File: config.mk
export PLATFORM = sky130hd
export DESIGN_NAME = platform_top
export DESIGN_NICKNAME = d
export VERILOG_FILES = /design/src/rtl/platform_top_pkg.sv /design/src/rtl/platform_top_sync_fifo.sv /design/src/rtl/platform_top.sv
export SDC_FILE = /design/constraint.sdc
export NUM_CORES = 2
export LEC_CHECK = 0
export CORE_UTILIZATION = 50
export DETAILED_ROUTE_END_ITERATION = 10
export PLACE_DENSITY = 0.65
export SYNTH_ARGS = -nofsm -noshare
export SYNTH_HDL_FRONTEND = slang
export SYNTH_HIERARCHICAL = 1
export SYNTH_SLANG_ARGS = --single-unit
File: constraint.sdc
create_clock -name clk -period 24.9 [get_ports clk]
set_input_delay 6.225 -clock clk [delete_from_list [all_inputs] [get_ports clk]]
set_output_delay 6.225 -clock clk [all_outputs]
set_load 0.02 [all_outputs]
File: src/rtl/platform_top_pkg.sv
// Shared defaults for the platform_top FIFO slice: data width, depth and pointer width.
`timescale 1ns/1ps
package platform_top_pkg;
  localparam int unsigned DEF_DATA_W = 8;
  localparam int unsigned DEF_DEPTH  = 512;
  localparam int unsigned DEF_ADDR_W = $clog2(DEF_DEPTH);
endpackage

File: src/rtl/platform_top_sync_fifo.sv
// Single-clock FIFO: memory, read/write pointers, occupancy count, flags and registered read word.
`timescale 1ns/1ps
module sync_fifo
  import platform_top_pkg::*;
#(
  parameter int unsigned DATA_W = DEF_DATA_W,
  parameter int unsigned DEPTH  = DEF_DEPTH,
  parameter int unsigned ADDR_W = DEF_ADDR_W
) (
  input  logic              clk,
  input  logic              rst_n,
  input  logic              wr_en,
  input  logic              rd_en,
  input  logic [DATA_W-1:0] wr_data,
  output logic [DATA_W-1:0] rd_data,
  output logic              push,
  output logic              full,
  output logic              empty
);

  logic [DATA_W-1:0] mem [DEPTH];

  logic [ADDR_W-1:0] wr_ptr_q, wr_ptr_d;
  logic [ADDR_W-1:0] rd_ptr_q, rd_ptr_d;
  logic [ADDR_W:0]   count_q, count_d;
  logic [DATA_W-1:0] rd_data_q, rd_data_d;
  logic              pop;

  assign full  = (count_q == (ADDR_W+1)'(DEPTH));
  assign empty = (count_q == '0);
  // Flags come from the registered count, so a push and a pop in one cycle are judged independently.
  assign push  = wr_en & ~full;
  assign pop   = rd_en & ~empty;

  always_comb begin
    // NOTE: every always_comb output gets a default first so no path can infer a latch.
    wr_ptr_d  = wr_ptr_q;
    rd_ptr_d  = rd_ptr_q;
    count_d   = count_q;
    rd_data_d = rd_data_q;
    if (push) wr_ptr_d = wr_ptr_q + ADDR_W'(1);
    if (pop) begin
      rd_ptr_d  = rd_ptr_q + ADDR_W'(1);
      rd_data_d = mem[rd_ptr_q];
    end
    unique case ({push, pop})
      2'b10:   count_d = count_q + (ADDR_W+1)'(1);
      2'b01:   count_d = count_q - (ADDR_W+1)'(1);
      default: count_d = count_q;
    endcase
  end

  // NOTE: the storage array has no reset; stale contents are unreachable once the pointers clear.
  always_ff @(posedge clk) begin
    if (push) mem[wr_ptr_q] <= wr_data;
  end

  always_ff @(posedge clk or negedge rst_n) begin
    // NOTE: sequential state uses non-blocking assignments only, so all flops sample together.
    if (!rst_n) begin
      wr_ptr_q  <= '0;
      rd_ptr_q  <= '0;
      count_q   <= '0;
      rd_data_q <= '0;
    end else begin
      wr_ptr_q  <= wr_ptr_d;
      rd_ptr_q  <= rd_ptr_d;
      count_q   <= count_d;
      rd_data_q <= rd_data_d;
    end
  end

  assign rd_data = rd_data_q;

endmodule

File: src/rtl/platform_top.sv
// Platform top: counting write-data generator feeding a sync_fifo; led shows the last popped word.
`timescale 1ns/1ps
module platform_top
  import platform_top_pkg::*;
#(
  parameter int unsigned DATA_W = DEF_DATA_W,
  parameter int unsigned DEPTH  = DEF_DEPTH,
  parameter int unsigned ADDR_W = DEF_ADDR_W
) (
  input  logic              clk,
  input  logic              nrst,
  input  logic              clk_ip,
  input  logic              write_enable,
  input  logic              read_enable,
  output logic [DATA_W-1:0] led
);

  logic [DATA_W-1:0] wr_data_q, wr_data_d;
  logic              fifo_push;
  logic              fifo_full;
  logic              fifo_empty;

  // clk_ip is a legacy pin with nothing behind it.
  logic       unused_clk_ip;
  logic [1:0] unused_flags;
  assign unused_clk_ip = clk_ip;
  assign unused_flags  = {fifo_full, fifo_empty};

  always_comb begin
    wr_data_d = wr_data_q;
    if (fifo_push) wr_data_d = wr_data_q + DATA_W'(1);
  end

  always_ff @(posedge clk or negedge nrst) begin
    if (!nrst) wr_data_q <= '0;
    else       wr_data_q <= wr_data_d;
  end

  sync_fifo #(
    .DATA_W (DATA_W),
    .DEPTH  (DEPTH),
    .ADDR_W (ADDR_W)
  ) u_fifo (
    .clk     (clk),
    .rst_n   (nrst),
    .wr_en   (write_enable),
    .rd_en   (read_enable),
    .wr_data (wr_data_q),
    .rd_data (led),
    .push    (fifo_push),
    .full    (fifo_full),
    .empty   (fifo_empty)
  );

endmodule

==> results.json <==
{
  "cts-htree-levels": 5,
  "chipWidth_um": 572,
  "outcome": "finished, final reports clean",
  "root_buffer": "clkbuf_16",
  "crit_path_max_fanout": 14,
  "clkSinkCount": 4140,
  "avgViaCountPerCell": 6.62,
  "post_cts_buffers": 0,
  "clkLatencyLatePin_ns": 0.97,
  "ios": 13,
  "drc": 0,
  "maxCapViolations": 0,
  "cts.path.max_buffers": 4,
  "hold_viol": 0,
  "min_path_cells": 1,
  "path_clk_slew_ns": 0.06,
  "die_y_um": 572,
  "nets": 8028,
  "r2r_start": "u_fifo/rd_ptr_q[0]",
  "finalCritPeriodShare": 0.395,
  "critPathMaxStageDelay_ns": 0.78,
  "slew_headroom": 0.0478,
  "grt_max_degree": 213,
  "layout_commonest_cell": "edfxtp_1",
  "grt_usage": 0.277,
  "placed_area_um2": 167000,
  "dpl.hpwl_um": 268000,
  "cts_tree": "done",
  "area_growth_pct": 10.3,
  "rsz0062_at_grt": "false",
  "io_buffers": 11,
  "avgRoutedWirePerCell_um": 36.0,
  "synthCells": 7893,
  "core_area_um2": 322000,
  "slew_violations": 0,
  "min_path_type": "reg2reg",
  "drive_gt1_frac": 0.193,
  "fp.dieArea_um2": 327000,
  "drtAntennaViolNets": 0,
  "reg2reg_to": "u_fifo/rd_data[2]",
  "skew_ns": 0.0439,
  "worst_path_most_repeated_cell": "ha_1",
  "first_pass_iters": 5,
  "required_ns": 25.78,
  "vdd_drop_max_mv": 0.130,
  "cpMaxStageDelayCell": "clkinv_1",
  "min_period_ns": 9.83,
  "place_congestion": 0.887,
  "mostFrequentLayoutCells": "edfxtp_1 (4,096), mux4_2 (753), nor2_1 (605)",
  "fin_util": 0.556,
  "reg2reg_depth": 10,
  "synth_warnings": 6,
  "grt_pass1_wl_um": 634000,
  "fin_area_um2": 179000,
  "vias": 83800,
  "first_iter_violations": 12300,
  "end_kind": "register",
  "tightest_slew_ns": 1.41,
  "finalSetupViolCount": 0,
  "cp_cell_sequence": "clkdlybuf4s50_1 > nand2b_2 > clkinv_1 > ha_1 > ha_1 > a21o_1 > a21oi_1 > o21bai_1 > a2111oi_0 > o31ai_1 > xnor2_1 > nor2_1 > xor2_1",
  "start_kind": "input port",
  "grt_pass1_vias": 81500,
  "wirelength_um": 456000,
  "cts_resized": 0,
  "critical-path-top-delay-family": "buffers and inverters",
  "worstHoldEndpoint": "u_fifo/count_q[9]",
  "start_util": 0.504,
  "clock.fmax_mhz": 102,
  "avgSynthCellArea_um2": 20.6,
  "cp_num_buf_inv": 2,
  "grt_overflow": 0,
  "arrival_ns": 10.71,
  "p_per_area_nw_per_um2": 118,
  "cellLeakagePower_nw": 57.7,
  "cts_hold_buf": 0,
  "cts_made_buffers": 403,
  "antenna_found_initial": 31,
  "reg2reg_slack_ns": 18.11,
  "min_from": "u_fifo/count_q[9]",
  "worst-setup-path-type": "in2reg",
  "synthesis.nets": 7914,
  "syn-cell-area_um2": 163000,
  "final.setup.tns_ns": 0,
  "rows": 208
}
==> per-stage QoR <==
stage | hold slack [ns] | cells | setup WS (ns) | power, W
after floorplan | 0.463 | 7893 | 16.03 | 0.0131
after global placement | 0.485 | 11900 | 14.03 | 0.0152
after detailed placement | 0.499 | 11900 | 14.12 | 0.0153
after CTS | 0.509 | 12600 | 15.15 | 0.0211
after global routing | 0.534 | 12600 | 14.99 | 0.0216
final | 0.502 | 12700 | 15.07 | 0.0211
==> area by class of cell <==
type	count	area (µm²)
Antenna cell	21	52.6
Clock buffer	494	10500
Clock inverter	244	2090
Fill cell	24000	143000
Inverter	15	71.3
Multi-Input combinational cell	3239	35100
Sequential cell	4140	124000
Tap cell	4305	5390
Timing Repair Buffer	208	1780
==> layer usage <==
| metal | GRT usage | routed length [µm] | vias up |
|---|---|---|---|
| met2 | 0.423 | 211000 | 5258 |
| met4 | 0.107 | 19300 | 12 |
| li1 | - | - | 33200 |
| met1 | 0.388 | 170000 | 44500 |
| met5 | 0 | 76 | - |
| met3 | 0.0686 | 54600 | 846 |
==> worst register-to-register path: stages (launching register included) <==
cell      delay [ns]
dfrtp_4         0.95
buf_12          0.57
buf_4           0.89
buf_12          0.74
buf_4           0.67
mux2i_1         0.20
a221oi_1        0.63
a22oi_1         0.19
a311oi_1        1.05
nor4b_1         0.42
a221oi_1        0.37
==> worst max path at each step <==
stage	slack, ns	cells after the start	startpoint	to
after floorplan	16.03	12	write_enable	u_fifo/count_q[7]
after global placement	14.03	13	read_enable	u_fifo/count_q[9]
after detailed placement	14.12	13	read_enable	u_fifo/count_q[9]
after CTS	15.15	13	read_enable	u_fifo/count_q[9]
after global routing	14.99	13	read_enable	u_fifo/count_q[9]
final	15.07	13	read_enable	u_fifo/count_q[9]
==> power breakdown <==
part           internal, W  total, W  switching, W
clock network      0.00326   0.00587       0.00260
registers          0.00857   0.00878      0.000212
logic              0.00197   0.00647       0.00450
total               0.0138    0.0211       0.00732
==> registers in the layout, summed over array words and instances, names as in the netlist <==
name / cells
u_fifo/wr_ptr_q: 9
wr_data_q: 8
u_fifo/rd_ptr_q: 9
u_fifo/count_q: 10
u_fifo/mem: 4096
u_fifo/rd_data: 8
Power figures use the tool's default switching activity.
